===== config.mk =====
export PLATFORM = sky130hd
export DESIGN_NAME = uart_rx_word_flat
export DESIGN_NICKNAME = d
export VERILOG_FILES = /design/src/rtl/uart_pkg.sv /design/src/rtl/uart_rx_word_if.sv /design/src/rtl/uart_rx_byte.sv /design/src/rtl/uart_rx_word.sv /design/src/flat_wrapper.sv
export SDC_FILE = /design/constraint.sdc
export NUM_CORES = 1
export LEC_CHECK = 0
export BUFFER_PORTS_ARGS = -buffer_cell sky130_fd_sc_hd__buf_2
export CORE_MARGIN = 8
export CORE_UTILIZATION = 40
export CTS_CLUSTER_SIZE = 40
export DETAILED_ROUTE_END_ITERATION = 6
export PLACE_DENSITY = 0.67
export SYNTH_ARGS = -nofsm -noshare
export SYNTH_HDL_FRONTEND = slang
export SYNTH_SLANG_ARGS = --single-unit

===== constraint.sdc =====
create_clock -name clk -period 1.7 [get_ports clk]
set_input_delay 0.085 -clock clk [delete_from_list [all_inputs] [get_ports clk]]
set_output_delay 0.085 -clock clk [all_outputs]
set_load 0.1 [all_outputs]

===== src/rtl/uart_pkg.sv =====
// Shared types and timing helpers for the UART receive path.
package uart_pkg;

  typedef enum logic [1:0] {
    IDLE,
    START,
    DATA,
    STOP
  } rx_state_e;

  function automatic int unsigned bit_cycles(input int unsigned clk_freq,
                                             input int unsigned baud);
    return clk_freq / baud;
  endfunction

endpackage


===== src/rtl/uart_rx_word_if.sv =====
// Receive-side bundle: serial line in, byte/word/error strobes out.
interface uart_rx_word_if;
  logic        uart_rx;
  logic [7:0]  rx_byte;
  logic        rx_byte_valid;
  logic [15:0] word_out;
  logic        word_valid;
  logic        frame_err;
  logic        seq_err;

  modport master (
    input  uart_rx,
    output rx_byte, rx_byte_valid, word_out, word_valid, frame_err, seq_err
  );

  modport slave (
    output uart_rx,
    input  rx_byte, rx_byte_valid, word_out, word_valid, frame_err, seq_err
  );
endinterface


===== src/rtl/uart_rx_byte.sv =====
// 8N1 byte receiver: 2-FF synchroniser, start/data/stop sampling FSM.
module uart_rx_byte
  import uart_pkg::*;
#(
  parameter int unsigned CLK_FREQ = 50_000_000,
  parameter int unsigned BAUD     = 1_562_500
) (
  input  logic       clk,
  input  logic       rst_n,
  input  logic       rx_i,
  output logic [7:0] byte_o,
  output logic       byte_valid_o,
  output logic       frame_err_o,
  output logic       idle_o
);
  localparam int unsigned BIT_CYCLES = bit_cycles(CLK_FREQ, BAUD);
  localparam int unsigned CNT_W      = $clog2(BIT_CYCLES);
  localparam logic [CNT_W-1:0] FULL_LAST = CNT_W'(BIT_CYCLES - 1);
  localparam logic [CNT_W-1:0] HALF_LAST = CNT_W'(BIT_CYCLES / 2 - 1);

  logic             sync1_q, sync2_q, line_prev_q;
  rx_state_e        state_q, state_d;
  logic [CNT_W-1:0] cnt_q, cnt_d;
  logic [2:0]       bit_q, bit_d;
  logic [7:0]       shreg_q, shreg_d;
  logic [7:0]       byte_q, byte_d;
  logic             byte_valid_q, byte_valid_d;
  logic             frame_err_q, frame_err_d;

  always_ff @(posedge clk or negedge rst_n) begin
    if (!rst_n) begin
      sync1_q      <= 1'b1;
      sync2_q      <= 1'b1;
      line_prev_q  <= 1'b1;
      state_q      <= IDLE;
      cnt_q        <= '0;
      bit_q        <= '0;
      byte_q       <= '0;
      byte_valid_q <= 1'b0;
      frame_err_q  <= 1'b0;
    end else begin
      sync1_q      <= rx_i;
      sync2_q      <= sync1_q;
      line_prev_q  <= sync2_q;
      state_q      <= state_d;
      cnt_q        <= cnt_d;
      bit_q        <= bit_d;
      byte_q       <= byte_d;
      byte_valid_q <= byte_valid_d;
      frame_err_q  <= frame_err_d;
    end
  end

  always_ff @(posedge clk) begin
    shreg_q <= shreg_d;
  end

  // A start needs a 1->0 transition, so a held-low line yields a single frame.
  always_comb begin
    state_d      = state_q;
    cnt_d        = cnt_q + 1'b1;
    bit_d        = bit_q;
    shreg_d      = shreg_q;
    byte_d       = byte_q;
    byte_valid_d = 1'b0;
    frame_err_d  = 1'b0;
    unique case (state_q)
      IDLE: begin
        cnt_d = '0;
        bit_d = '0;
        if (line_prev_q && !sync2_q) state_d = START;
      end
      START: begin
        if (cnt_q == HALF_LAST) begin
          cnt_d   = '0;
          state_d = sync2_q ? IDLE : DATA;
        end
      end
      DATA: begin
        if (cnt_q == FULL_LAST) begin
          cnt_d   = '0;
          shreg_d = {sync2_q, shreg_q[7:1]};
          bit_d   = bit_q + 3'd1;
          if (bit_q == 3'd7) state_d = STOP;
        end
      end
      STOP: begin
        if (cnt_q == FULL_LAST) begin
          cnt_d   = '0;
          state_d = IDLE;
          if (sync2_q) begin
            byte_d       = shreg_q;
            byte_valid_d = 1'b1;
          end else begin
            frame_err_d = 1'b1;
          end
        end
      end
      default: state_d = IDLE;
    endcase
  end

  assign byte_o       = byte_q;
  assign byte_valid_o = byte_valid_q;
  assign frame_err_o  = frame_err_q;
  assign idle_o       = (state_q == IDLE);

endmodule


===== src/rtl/uart_rx_word.sv =====
// Reassembles received byte pairs (high first) into 16-bit words, with idle resync.
// Optional contiguity check enabled by defining UART_RX_SEQ_CHECK_EN.
module uart_rx_word
  import uart_pkg::*;
#(
  parameter int unsigned CLK_FREQ    = 50_000_000,
  parameter int unsigned BAUD        = 1_562_500,
  parameter int unsigned RESYNC_BITS = 20
) (
  input  logic           clk,
  input  logic           rst_n,
  uart_rx_word_if.master rx_if
);
  localparam int unsigned BIT_CYCLES    = bit_cycles(CLK_FREQ, BAUD);
  localparam int unsigned RESYNC_CYCLES = RESYNC_BITS * BIT_CYCLES;
  localparam int unsigned RW            = $clog2(RESYNC_CYCLES);
  localparam logic [RW-1:0] RESYNC_LAST = RW'(RESYNC_CYCLES - 1);

  logic [7:0]    byte_w;
  logic          byte_valid_w, frame_err_w, idle_w;
  logic          phase_q, phase_d;
  logic [RW-1:0] rcnt_q, rcnt_d;
  logic [15:0]   hold_q, hold_d;
  logic [7:0]    high_q, high_d;
  logic [15:0]   word_cur;
  logic          word_valid_w;
  logic          seq_err_w;

  uart_rx_byte #(
    .CLK_FREQ (CLK_FREQ),
    .BAUD     (BAUD)
  ) u_byte (
    .clk          (clk),
    .rst_n        (rst_n),
    .rx_i         (rx_if.uart_rx),
    .byte_o       (byte_w),
    .byte_valid_o (byte_valid_w),
    .frame_err_o  (frame_err_w),
    .idle_o       (idle_w)
  );

  assign word_cur     = {high_q, byte_w};
  assign word_valid_w = byte_valid_w & phase_q;

  always_ff @(posedge clk or negedge rst_n) begin
    if (!rst_n) begin
      phase_q <= 1'b0;
      rcnt_q  <= '0;
      hold_q  <= '0;
    end else begin
      phase_q <= phase_d;
      rcnt_q  <= rcnt_d;
      hold_q  <= hold_d;
    end
  end

  always_ff @(posedge clk) begin
    high_q <= high_d;
  end

  // Resync timer runs only while a high byte is pending and the line is idle.
  always_comb begin
    phase_d = phase_q;
    high_d  = high_q;
    hold_d  = hold_q;
    rcnt_d  = '0;
    if (frame_err_w) begin
      phase_d = 1'b0;
    end else if (byte_valid_w) begin
      if (!phase_q) begin
        high_d  = byte_w;
        phase_d = 1'b1;
      end else begin
        hold_d  = word_cur;
        phase_d = 1'b0;
      end
    end else if (phase_q && idle_w) begin
      if (rcnt_q == RESYNC_LAST) phase_d = 1'b0;
      else                       rcnt_d  = rcnt_q + 1'b1;
    end
  end

`ifdef UART_RX_SEQ_CHECK_EN
  logic [15:0] prev_q;
  logic        first_q;

  always_ff @(posedge clk or negedge rst_n) begin
    if (!rst_n) begin
      prev_q  <= '0;
      first_q <= 1'b0;
    end else if (frame_err_w) begin
      first_q <= 1'b0;
    end else if (word_valid_w) begin
      prev_q  <= word_cur;
      first_q <= 1'b1;
    end
  end

  assign seq_err_w = word_valid_w && first_q && (word_cur != prev_q + 16'd1);
`else
  assign seq_err_w = 1'b0;
`endif

  assign rx_if.rx_byte       = byte_w;
  assign rx_if.rx_byte_valid = byte_valid_w;
  assign rx_if.word_out      = word_valid_w ? word_cur : hold_q;
  assign rx_if.word_valid    = word_valid_w;
  assign rx_if.frame_err     = frame_err_w;
  assign rx_if.seq_err       = seq_err_w;

endmodule


===== src/flat_wrapper.sv =====
// flat-port wrapper written by rule: the top's interface ports become plain ports
module uart_rx_word_flat import uart_pkg::*;
#(
  parameter int unsigned CLK_FREQ    = 50_000_000,
  parameter int unsigned BAUD        = 1_562_500,
  parameter int unsigned RESYNC_BITS = 20
)
  (clk, rst_n, rx_if_uart_rx, rx_if_rx_byte, rx_if_rx_byte_valid, rx_if_word_out, rx_if_word_valid, rx_if_frame_err, rx_if_seq_err);
  uart_rx_word_if rx_if_i ();
  input  logic clk;
  input  logic rst_n;
  input wire logic [$bits(rx_if_i.uart_rx)-1:0] rx_if_uart_rx;
  output wire logic [$bits(rx_if_i.rx_byte)-1:0] rx_if_rx_byte;
  output wire logic [$bits(rx_if_i.rx_byte_valid)-1:0] rx_if_rx_byte_valid;
  output wire logic [$bits(rx_if_i.word_out)-1:0] rx_if_word_out;
  output wire logic [$bits(rx_if_i.word_valid)-1:0] rx_if_word_valid;
  output wire logic [$bits(rx_if_i.frame_err)-1:0] rx_if_frame_err;
  output wire logic [$bits(rx_if_i.seq_err)-1:0] rx_if_seq_err;
  assign rx_if_i.uart_rx = rx_if_uart_rx;
  assign rx_if_rx_byte = rx_if_i.rx_byte;
  assign rx_if_rx_byte_valid = rx_if_i.rx_byte_valid;
  assign rx_if_word_out = rx_if_i.word_out;
  assign rx_if_word_valid = rx_if_i.word_valid;
  assign rx_if_frame_err = rx_if_i.frame_err;
  assign rx_if_seq_err = rx_if_i.seq_err;
  uart_rx_word #(.CLK_FREQ(CLK_FREQ), .BAUD(BAUD), .RESYNC_BITS(RESYNC_BITS)) u_core (.clk(clk), .rst_n(rst_n), .rx_if(rx_if_i));
endmodule

# Word level (Yosys, flattened, before mapping)
# Cells that the tools add are included.
# Widths: inputs -> output; s select.
word_totals:
  reg_bits: 66
  in_bits: 3
  output_inout_bits: 28
classes:
  reduce_logical: 15
  addsub: 3
  eq_ne: 12
  muxes: 28
  n_bitwise: 3
op_table:
  columns: ["operator", "count"]
  rows:
  - ["$mux 10", 4]
  - ["$mux 16", 1]
  - ["$pmux 5 s3", 1]
  - ["$mux 2", 6]
  - ["$mux 1", 11]
  - ["$add 10x1->10 const B", 1]
  - ["$eq 10x10->1 const B", 1]
  - ["$mux 5", 2]
  - ["$ne 2x2->1 const B", 5]
  - ["$reduce_and 3->1", 3]
  - ["$pmux 2 s4", 1]
  - ["$pmux 3 s2", 1]
  - ["$reduce_and 2->1", 3]
  - ["$reduce_bool 3->1", 2]
  - ["$add 5x1->5 const B", 1]
  - ["$eq 5x4->1 const B", 1]
  - ["$eq 5x5->1 const B", 1]
  - ["$reduce_and 5->1", 1]
  - ["$eq 2x2->1 const B", 2]
  - ["$add 3x1->3 const B", 1]
  - ["$eq 3x3->1 const B", 1]
  - ["$mux 3", 1]
  - ["$eq 2x1->1 const B", 1]
  - ["$logic_and 1x1->1", 2]
  - ["other kinds (6)", 7]

# Logic depth before layout (Yosys ltp)
# Gate-level depths: netlist of run 1.
depth:
  word_depth: 5
  depth_mapped: 6
  mapped_depth_nobuf: 6

# Cells and area by module
# A second synthesis of run 1 with hierarchy kept.
hier_totals:
  hier_cells: 208
  area_unflattened_um2: 2940.3
modules_own_cells:
  columns: ["module", "area_each_um2", "instances", "seq_area_each_um2", "cells_per_inst"]
  rows:
  - ["uart_rx_word", 1676.6, 1, 915.9, 120]
  - ["uart_rx_byte", 1263.7, 1, 819.5, 88]

# Least setup slack after synthesis of run 1
# No wires, ideal clock.
synth_timing:
  path_type: "flip-flop to output port"
  start: "register u_core.u_byte.byte_valid_q (netlist: u_core.u_byte.byte_valid_o)"
  end: "output rx_if_word_valid"
  n_path_buf: 1
  arrival_ns: 2.106
  path_stages_with_launch: 4
  path_slack_ns: -0.491
  required_time_ns: 1.615
  cell_sequence: "dfrtp_1 -> nand2_2 -> buf_1 -> inv_1"
synth_between:
  elab_chain_len: 1
synth_lines:
  columns: ["item", "line_no", "source"]
  rows:
  - ["from (decl)", "uart_rx_byte.sv:27", "logic byte_valid_q, byte_valid_d;"]
  - ["from (signal assigned)", "uart_rx_byte.sv:49", "byte_valid_q <= byte_valid_d;"]
  - ["$and 1x1->1", "uart_rx_word.sv:43", "assign word_valid_w = byte_valid_w & phase_q;"]
  - ["to (decl)", "flat_wrapper.sv:16", "output wire logic [$bits(rx_if_i.word_valid)-1:0] rx_if_word_valid;"]
# No other way between the ends.

# Worst setup path in the final report of run 1
layout_timing:
  start: "register u_core.u_byte.byte_valid_q (netlist: u_core.u_byte.byte_valid_o)"
  end: "output rx_if_word_out[2]"
layout_between:
  elab_chain_len: 2
layout_lines:
  columns: ["item", "line_no", "source"]
  rows:
  - ["$and 1x1->1", "uart_rx_word.sv:43", null]
  - ["$mux 16", "uart_rx_word.sv:106", "assign rx_if.word_out = word_valid_w ? word_cur : hold_q;"]
  - ["to (decl)", "flat_wrapper.sv:15", "output wire logic [$bits(rx_if_i.word_out)-1:0] rx_if_word_out;"]
# No other way between the ends.

==> impl_metrics.csv, run 1 <==
group,metric,value,unit
global_routing,grt-ovfl-total,0,
die,fp.dieW,100,um
clocking,cts_htree_levels,3,
yosys,synthTopCellsByArea,"dfrtp_1 41%, edfxtp_1 17%, mux2_2 16%, ha_1 3.1%, dfstp_2 2.8%",
setup_path,start_kind,"flop",
final_layout,fin_nets,259,
die,io_pins,31,
sta,fin_crit_sh,97.5,%
sta,holdWs,0.280,ns
sta,finalClockSkew,0.00983,ns
clocking,cts.sink_count,66,
yosys,syn-num-nets,215,
clocking,ctsLongestPathBuffers,2,
setup_path,crit_path_max_incr_delay,0.55,ns
global_routing,grt_pass1_vias,1735,
placed_design,portBuffers,29,
die,rows,30,
sta,fmax,0.603,GHz
sta,slew_headroom,61.5,%
yosys,syn_area_per_cell,13.8,sq um
final_layout,design_area,3570,sq um
routing,vias,1748,
final_layout,fillers,606,
clocking,cts_tree,"done",
global_routing,grt_usage,11.3,%
routing,route.detailed.drc,0,
final_layout,regArea,1740,sq um
routing,post_drt_via_cell_ratio,4.99,
placed_design,gp_congestion,0.780,
setup_path,crit_type,"reg2out",
sta,drv_slew,0,
setup_path,arrival,1.57,ns
global_routing,antenna_found_initial,0,
clocking,cts_buffers,9,
die,core-area,6830,sq um
routing,detail-route-antenna-nets,0,
setup_path,crit_required,1.62,ns
routing,first_pass_iters,4,
yosys,ys_warn_count,0,
die,start_util,41.5,%
yosys,synth_cells,205,
clocking,cts.clk_slew.worst_paths,0.07,ns
power_and_ir_drop,powerDensity,934,nW/um^2
setup_path,crit_chain,"nand2_8, mux2_2, buf_6",
clocking,clk_latency,0.33,ns
final_layout,multi_input_area,1090,sq um
outcome,outcome,"completed",
job,max_cap_viol_count,0,
routing,wire_per_inst,15.1,um
sta,fin_ws,0.0421,ns
die,die_h,100,um
final_layout,final_cell_mix,"44 x dfrtp_1, 39 x mux2_2, 16 x buf_6, 16 x edfxtp_1, 13 x buf_2",
placed_design,hpwl,3540,um
yosys,seq_area_frac_synth,61.2,%
final_layout,drive_above_1_share,45.7,%
global_routing,grt_max_degree,27,
final_layout,syn_to_final_growth,25.9,%
sta,setup_viol_count_final,0,
sta,rsz0062_at_grt,"true",
clocking,clock-root-buffer,"clkbuf_8",
power_and_ir_drop,ir_worst_vdd,0.807,mV
yosys,synth_edf_count,16,
setup_path,slowest_stage,"dfrtp_4",
sta,worstMarginPinSlew,0.577,ns
power_and_ir_drop,p_leak,1.60,nW
setup_path,critPathCaptureType,"output port",
placed_design,pre_cts_ws,-0.0187,ns
yosys,synth_top_area_share,41.4,%
routing,wirelength,5270,um
yosys,synth_top_area_cell,"dfrtp_1",
final_layout,final_common_cell,"dfrtp_1",
die,die-area,10000,sq um
worst_hold_path,hold_class,"in2async",
yosys,async_reset_ff_share,75.8,%
yosys,syn_area,2840,sq um
yosys,synth_cell_types,40,
placed_design,placed_area,3210,sq um
sta,hold_viol_final,0,
sta,post-route-min-period,1.66,ns
setup_path,path_max_fanout,9,
routing,drt_iter0_drc,66,
global_routing,grt_pass1_wl,8840,um
yosys,synth_ff_type,"dfrtp_1",
yosys,ys_seq_elements,66,
final_layout,diodes,0,
final_layout,final_util,52.3,%
-- sequential cells by signal, indices dropped and copies added, names as in the netlist, 3 cells and up, named ones only --
| signal | count |
|---|---|
| u_core.hold_q | 16 |
| u_core.u_byte.bit_q | 3 |
| u_core.u_byte.cnt_q | 5 |
| u_core.u_byte.shreg_q | 8 |
| u_core.u_byte.byte_o | 8 |
| u_core.rcnt_q | 10 |
| u_core.high_q | 8 |
-- where the power goes --
group / internal, mW / total (mW) / switching [mW]
Combinational: 0.119 / 0.306 / 0.187
Clock: 0.689 / 1.30 / 0.616
Sequential: 1.68 / 1.73 / 0.0431
Total: 2.49 / 3.34 / 0.846
-- critical path, delay by kind of cell (launching register included) --
kind          cells  cell delay [ns]
buf+inv           1             0.19
simple gates      1             0.14
flops             1             0.55
mux               1             0.36
-- final timing paths --
kind / cells past startpoint / slack [ns] / start / endpoint
setup / recovery: 3 / 0.04 / u_core.u_byte.byte_valid_o / rx_if_word_out[2]
hold / removal: 2 / 0.28 / rst_n / u_core.u_byte.cnt_q[3]
setup reg to reg: 6 / 0.05 / u_core.u_byte.cnt_q[0] / u_core.u_byte.byte_o[3]
hold reg to reg: 0 / 0.36 / u_core.u_byte.sync1_q / u_core.u_byte.sync2_q
max in group asynchronous: 3 / 0.87 / rst_n / u_core.hold_q[7]
min in group clk: 0 / 0.36 / u_core.u_byte.sync1_q / u_core.u_byte.sync2_q
-- logic make-up after synthesis --
logic type	after synthesis	synth area share, %
other cells	1	0.132
xor+xnor	5	1.54
flops	66	61.2
compound gates	25	6.08
buf+inv	18	2.73
fa+ha+maj	7	3.09
mux	40	15.9
simple gates	43	9.39
-- routing by layer --
metal / routed length, um / GRT usage (%) / vias up
met5: 0 / 0 / -
met4: 76 / 5.93 / 0
met3: 217 / 3.32 / 7
met2: 2510 / 16.8 / 24
met1: 2470 / 14.4 / 878
li1: - / - / 839
-- metrics by stage --
stage          TNS, ns  total power, mW  instances
3_3_place_gp         0             2.04        331
5_1_grt         -0.211             3.51        350
6_report             0             3.34        350
4_1_cts              0             3.38        349
2_1_floorplan        0             1.96        205
3_5_place_dp    -0.149             2.05        331
-- cell usage after synthesis (4+ instances only) --
cell type and n:
nor2_1 6, ha_1 7, o21ai_0 5, dfrtp_1 47
inv_1 9, mux2_2 40, nand3_1 7, clkbuf_1 4
a21oi_1 5, nor3_1 5, edfxtp_1 16, nor2b_1 4
a22o_1 4
-- layout make-up --
cell class | instances | share of cell area (%)
Inverter | 9 | 1.05
Clock buffer | 9 | 3.47
Sequential cell | 66 | 48.7
Tap cell | 96 | 3.36
Timing Repair Buffer | 41 | 10.6
Multi-Input combinational cell | 122 | 30.6
Clock inverter | 7 | 2.17
-- repair_timing --
| item | 4_1_cts | 5_1_grt |
|---|---|---|
| cloned | 0 | 1 |
| pin swaps | 1 | 2 |
| hold buffers | 2 | 0 |
| gates resized for setup | 34 | 5 |
| setup endpoints to repair | 24 | 28 |
| hold endpoints to repair | 22 | 0 |
| buffers inserted | 0 | 0 |
No activity file was read; power rests on OpenSTA's default activity.
==> run 2: changes to the inputs <==
--- a/config.mk
+++ b/config.mk
@@ -7,10 +7,10 @@
 export LEC_CHECK = 0
 export BUFFER_PORTS_ARGS = -buffer_cell sky130_fd_sc_hd__buf_2
 export CORE_MARGIN = 8
-export CORE_UTILIZATION = 40
+export CORE_UTILIZATION = 45
 export CTS_CLUSTER_SIZE = 40
 export DETAILED_ROUTE_END_ITERATION = 6
-export PLACE_DENSITY = 0.67
+export PLACE_DENSITY = 0.73
 export SYNTH_ARGS = -nofsm -noshare
 export SYNTH_HDL_FRONTEND = slang
 export SYNTH_SLANG_ARGS = --single-unit
==> run 2 against run 1 <==
Worst hold slack better by 0.023 ns. Via count increased by 1.2%. Design area up 0.56%. Sequential share of layout area shrank 0.27 points.
==> impl_metrics.csv, run 2 (synthesis results as in run 1) <==
group,metric,value,unit
job,max_cap_viol_count,0,
final_layout,reg.largest.list,"u_core.hold_q (16), u_core.rcnt_q (10)",
global_routing,grt_pass1_vias,1874,
die,fp.dieW,95.4,um
global_routing,antenna_found_initial,0,
final_layout,largest_reg_flops,16,
setup_path,reg2reg_to,"u_core.u_byte.byte_o[3]",
sta,drv_slew,0,
sta,rsz0062_at_grt,"true",
final_layout,final_common_cell,"dfrtp_1",
final_layout,syn_to_final_growth,26.6,%
setup_path,critPathCaptureType,"output port",
sta,worstMarginPinSlew,0.621,ns
power_and_ir_drop,totalPowerFinal,3.50,mW
routing,wl_met1,2430,um
routing,drt_iter0_drc,99,
die,die_h,95.4,um
routing,route.detailed.drc,0,
routing,first_pass_iters,5,
sta,setup_viol_count_final,0,
sta,fin_crit_sh,98.3,%
routing,post_drt_via_cell_ratio,5.31,
setup_path,crit_required,1.62,ns
clocking,clock-root-buffer,"clkbuf_8",
global_routing,grt_usage,12.6,%
setup_path,worst-path-stages,3,
power_and_ir_drop,seqPwrFrac,49.3,%
clocking,cts_buffers,9,
setup_path,slowest_stage,"dfrtp_4",
placed_design,gp_congestion,0.799,
placed_design,hpwl,3610,um
setup_path,crit_chain,"nand2_8, mux2_2, buf_6",
routing,vias,1769,
routing,wire_per_inst,16.5,um
power_and_ir_drop,p_clk_share,42.0,%
clocking,cts_htree_levels,3,
final_layout,final_cell_mix,"44 x dfrtp_1, 39 x mux2_2, 16 x edfxtp_1, 13 x buf_2, 11 x buf_6",
setup_path,crit_type,"reg2out",
routing,highest_layer,"met4",
setup_path,reg2reg_slack,0.05,ns
routing,met3WireLength,154,um
sta,slew_headroom,58.6,%
sta,hold_viol_final,0,
final_layout,fin_nets,261,
setup_path,reg2reg_depth,6,
sta,fin_tns_setup,0,ns
final_layout,largest-register,"u_core.hold_q",
setup_path,critPathTopFamily,"flip-flops",
final_layout,diodes,0,
worst_hold_path,hold_class,"in2async",
power_and_ir_drop,powerDensity,975,nW/um^2
die,start_util,45.5,%
power_and_ir_drop,p_leak,1.62,nW
routing,detail-route-antenna-nets,0,
die,io_pins,31,
sta,fmax,0.599,GHz
setup_path,arrival,1.59,ns
clocking,cts.sink_count,66,
setup_path,crit_path_max_incr_delay,0.55,ns
clocking,ctsLongestPathBuffers,2,
routing,wirelength,5490,um
power_and_ir_drop,ir_worst_vdd,0.688,mV
power_and_ir_drop,pwr-share-comb,8.7,%
final_layout,drive_above_1_share,46.1,%
outcome,outcome,"completed",
power_and_ir_drop,switching_share,24.7,%
clocking,clk_latency,0.34,ns
die,rows,29,
setup_path,path_max_fanout,9,
setup_path,start_kind,"flop",
power_and_ir_drop,p_int,2.64,mW
routing,wl_met2,2860,um
die,die-area,9100,sq um
final_layout,fillers,490,
setup_path,timing.rr.start,"u_core.u_byte.cnt_q[0]",
sta,finalClockSkew,0.0139,ns
placed_design,portBuffers,29,
die,core-area,6240,sq um
sta,post-route-min-period,1.67,ns
clocking,cts.clk_slew.worst_paths,0.07,ns
setup_path,cp.buffers_inverters,1,
global_routing,grt-ovfl-total,0,
clocking,cts_tree,"done",
power_and_ir_drop,switchingPower,0.864,mW
global_routing,grt_max_degree,29,
global_routing,grt_pass1_wl,8900,um
run 2: area by class of cell:
class	instances	area (sq um)	area share, %
multi-input combinational	122	1090	30.5
sequential	66	1740	48.5
inverter	9	37.5	1.04
clock inverter	7	100	2.79
clock buffer	9	124	3.45
tap	77	96.3	2.68
timing repair buffer	43	399	11.1
run 2: how the worst max path moves through the flow:
stage / start / to / slack, ns
2_1_floorplan: u_core.u_byte.byte_valid_o / rx_if_word_out[10] / 0.02
3_3_place_gp: u_core.u_byte.cnt_q[0] / u_core.u_byte.byte_o[2] / 0.06
3_5_place_dp: u_core.u_byte.cnt_q[0] / u_core.u_byte.shreg_q[1] / -0.00002
4_1_cts: u_core.u_byte.byte_valid_o / rx_if_word_out[7] / 0.002
5_1_grt: u_core.u_byte.byte_valid_o / rx_if_word_out[13] / -0.02
6_report: u_core.u_byte.byte_valid_o / rx_if_word_out[1] / 0.03
run 2: through the flow:
| step | setup WS (ns) | instance area (sq um) | utilization, % | std cells | hold WS, ns |
|---|---|---|---|---|---|
| floorplan | 0.0186 | 2880 | - | 205 | -0.211 |
| global placement | 0.0615 | 3180 | 51.0 | 313 | 0.136 |
| detailed placement | -0.0000162 | 3180 | 51.0 | 313 | 0.137 |
| CTS | 0.00220 | 3530 | 56.5 | 331 | 0.311 |
| global route | -0.0228 | 3590 | 57.6 | 333 | 0.359 |
| finish | 0.0296 | 3590 | 57.6 | 333 | 0.303 |
run 2: power groups by stage:
stage          clock (mW)  sequential, mW  combinational (mW)
3_3_place_gp            0            1.75               0.287
6_report             1.47            1.73               0.305
3_5_place_dp            0            1.76               0.296
4_1_cts              1.51            1.73               0.309
5_1_grt              1.58            1.73               0.349
2_1_floorplan           0            1.74               0.211
run 2: what timing repair did:
action                                  4_1_cts  5_1_grt
endpoints found under the setup margin       25       26
pin swaps                                     1        1
cloned                                        0        1
resized for setup                            31       13
hold buffers                                  2        0
hold endpoints to repair                     24        0
buffers inserted                              0        1
run 2: layer usage:
| layer | global-route usage (%) | up-vias |
|---|---|---|
| met5 | 0 | - |
| met4 | 5.76 | 0 |
| met3 | 2.44 | 7 |
| met2 | 21.0 | 23 |
| met1 | 15.4 | 898 |
| li1 | - | 841 |
==> run 3: changes to the inputs <==
==> constraint.sdc (replaced) <==
create_clock -name clk -period 1.7 [get_ports clk]
set_input_delay 0.425 -clock clk [delete_from_list [all_inputs] [get_ports clk]]
set_output_delay 0.425 -clock clk [all_outputs]
set_load 0.1 [all_outputs]
==> run 3 against run 2 <==
The run now ends with setup timing left. Routed wire length is 6.9% higher. Clock skew decreased by 0.0073 ns. Sequential share of layout area decreased by 4.2 points. Maximum frequency decreased by 19%. Register-to-register slack got worse by 0.07 ns. Count of clock-buffer cells in the layout stayed put. Worst setup slack worse by 0.38 ns. Combinational power grew 34%.
==> impl_metrics.csv, run 3 (synthesis results as in run 1) <==
group,metric,value,unit
setup_path,reg2reg_depth,5,
clocking,cts_htree_levels,3,
worst_hold_path,hold_class,"in2async",
clocking,cts_hold_buffers,0,
setup_path,path_max_fanout,7,
sta,finalClockSkew,0.00660,ns
sta,fin_crit_sh,121,%
power_and_ir_drop,totalPowerFinal,3.56,mW
routing,vias,1832,
setup_path,start_kind,"flop",
clocking,cts_tree,"done",
placed_design,gp_congestion,0.778,
setup_path,cp.buffers_inverters,2,
die,core-area,6240,sq um
power_and_ir_drop,switching_share,24.5,%
die,die_h,95.4,um
die,fp.dieW,95.4,um
clocking,cts.clk_slew.worst_paths,0.07,ns
placed_design,hpwl,3570,um
global_routing,grt-ovfl-total,0,
routing,detail-route-antenna-nets,0,
setup_path,slowest_stage,"dfrtp_4",
outcome,violations,"setup timing",
routing,wirelength,5870,um
placed_design,pre_cts_ws,-0.0717,ns
setup_path,crit_chain,"nand2_4, buf_4, mux2_4, buf_12",
sta,post-route-min-period,2.05,ns
routing,drt_iter0_drc,96,
final_layout,reg.largest.list,"u_core.hold_q (16), u_core.rcnt_q (10)",
setup_path,crit_required,1.27,ns
final_layout,largest_reg_flops,16,
die,die-area,9100,sq um
setup_path,reg2reg_slack,-0.02,ns
sta,drv_slew,0,
global_routing,grt_max_degree,51,
die,io_pins,31,
global_routing,grt_pass1_wl,9560,um
placed_design,placed_area,3440,sq um
setup_path,timing.rr.start,"u_core.u_byte.byte_valid_o",
final_layout,design_area,3960,sq um
power_and_ir_drop,ir_worst_vdd,0.592,mV
final_layout,largest-register,"u_core.hold_q",
setup_path,critPathTopFamily,"flip-flops",
clocking,ctsLongestPathBuffers,2,
outcome,outcome,"complete, but fails checks",
final_layout,final_common_cell,"dfrtp_1",
placed_design,portBuffers,29,
placed_design,placed_cells,318,
sta,rsz0062_at_grt,"true",
sta,setup_viol_count_final,21,
clocking,cts_buffers,9,
setup_path,reg2reg_to,"u_core.rcnt_q[5]",
clocking,clk_latency,0.35,ns
job,max_cap_viol_count,0,
setup_path,arrival,1.63,ns
die,start_util,45.5,%
power_and_ir_drop,p_leak,1.80,nW
die,rows,29,
global_routing,antenna_found_initial,0,
setup_path,critPathCaptureType,"output port",
power_and_ir_drop,seqPwrFrac,48.6,%
final_layout,final_util,63.5,%
final_layout,syn_to_final_growth,39.6,%
sta,fin_ws,-0.355,ns
setup_path,crit_type,"reg2out",
power_and_ir_drop,powerDensity,898,nW/um^2
sta,hold_viol_final,0,
routing,wire_per_inst,17.0,um
final_layout,final_cell_mix,"36 x dfrtp_1, 23 x mux2_2, 17 x mux2_4, 17 x buf_12",
final_layout,fin_cells,346,
final_layout,diodes,0,
global_routing,grt_pass1_vias,1932,
power_and_ir_drop,p_clk_share,40.0,%
final_layout,fin_nets,274,
routing,post_drt_via_cell_ratio,5.29,
sta,fin_tns_setup,-5.10,ns
global_routing,grt_usage,14.0,%
sta,fmax,0.487,GHz
power_and_ir_drop,p_int,2.68,mW
clocking,cts.sink_count,66,
setup_path,crit_path_max_incr_delay,0.53,ns
routing,first_pass_iters,4,
power_and_ir_drop,pwr-share-comb,11.5,%
routing,route.detailed.drc,0,
power_and_ir_drop,switchingPower,0.871,mW
final_layout,drive_above_1_share,55.8,%
clocking,clock-root-buffer,"clkbuf_8",
sta,holdWs,0.0447,ns
==> run 3: cell type report <==
| cell class | count | area, sq um |
|---|---|---|
| clock buffer | 9 | 124 |
| inverter | 9 | 37.5 |
| sequential | 66 | 1750 |
| tap | 77 | 96.3 |
| timing repair buffer | 56 | 664 |
| multi-input combinational | 122 | 1190 |
| clock inverter | 7 | 91.3 |
| fill | 439 | 2280 |
==> run 3: worst register-to-register path, cell delays in order (launching register included) <==
cell and delay [ns]:
dfrtp_4 0.53, buf_4 0.17, nand2b_1 0.15, or4_1 0.42
buf_6 0.17, a211oi_2 0.19
==> run 3: worst max-delay path by stage <==
stage | start | to | slack [ns] | cells past startpoint
after floorplan | u_core.u_byte.byte_valid_o | rx_if_word_out[10] | -0.11 | 3
after global placement | u_core.u_byte.byte_valid_o | rx_if_word_out[0] | -0.05 | 3
after detailed placement | u_core.u_byte.byte_valid_o | rx_if_word_out[13] | -0.07 | 4
after CTS | u_core.u_byte.byte_valid_o | rx_if_word_out[7] | -0.38 | 4
after global routing | u_core.u_byte.byte_valid_o | rx_if_word_out[7] | -0.41 | 4
final | u_core.u_byte.byte_valid_o | rx_if_word_out[7] | -0.35 | 4
==> run 3: repair_timing <==
action | in CTS | in global routing
cloned | 2 | 0
setup endpoints to repair | 26 | 44
pin swaps | 3 | 3
buffers inserted | 6 | 5
gates resized for setup | 37 | 17
==> run 3: metal layers <==
layer / vias to the layer above / share of wire [%] / global-route usage [%] / routed length (um)
li1: 860 / - / - / -
met1: 930 / 44 / 16.4 / 2560
met2: 30 / 50 / 22.4 / 2940
met3: 12 / 4.4 / 5.28 / 257
met4: 0 / 1.8 / 6.15 / 108
met5: - / 0 / 0 / 0
==> run 3: power groups by stage <==
stage          Sequential [mW]  Clock, mW  Combinational, mW
2_1_floorplan             1.74          0              0.211
3_3_place_gp              1.75          0              0.299
3_5_place_dp              1.75          0              0.310
4_1_cts                   1.72       1.46              0.351
5_1_grt                   1.73       1.53              0.455
6_report                  1.73       1.42              0.408
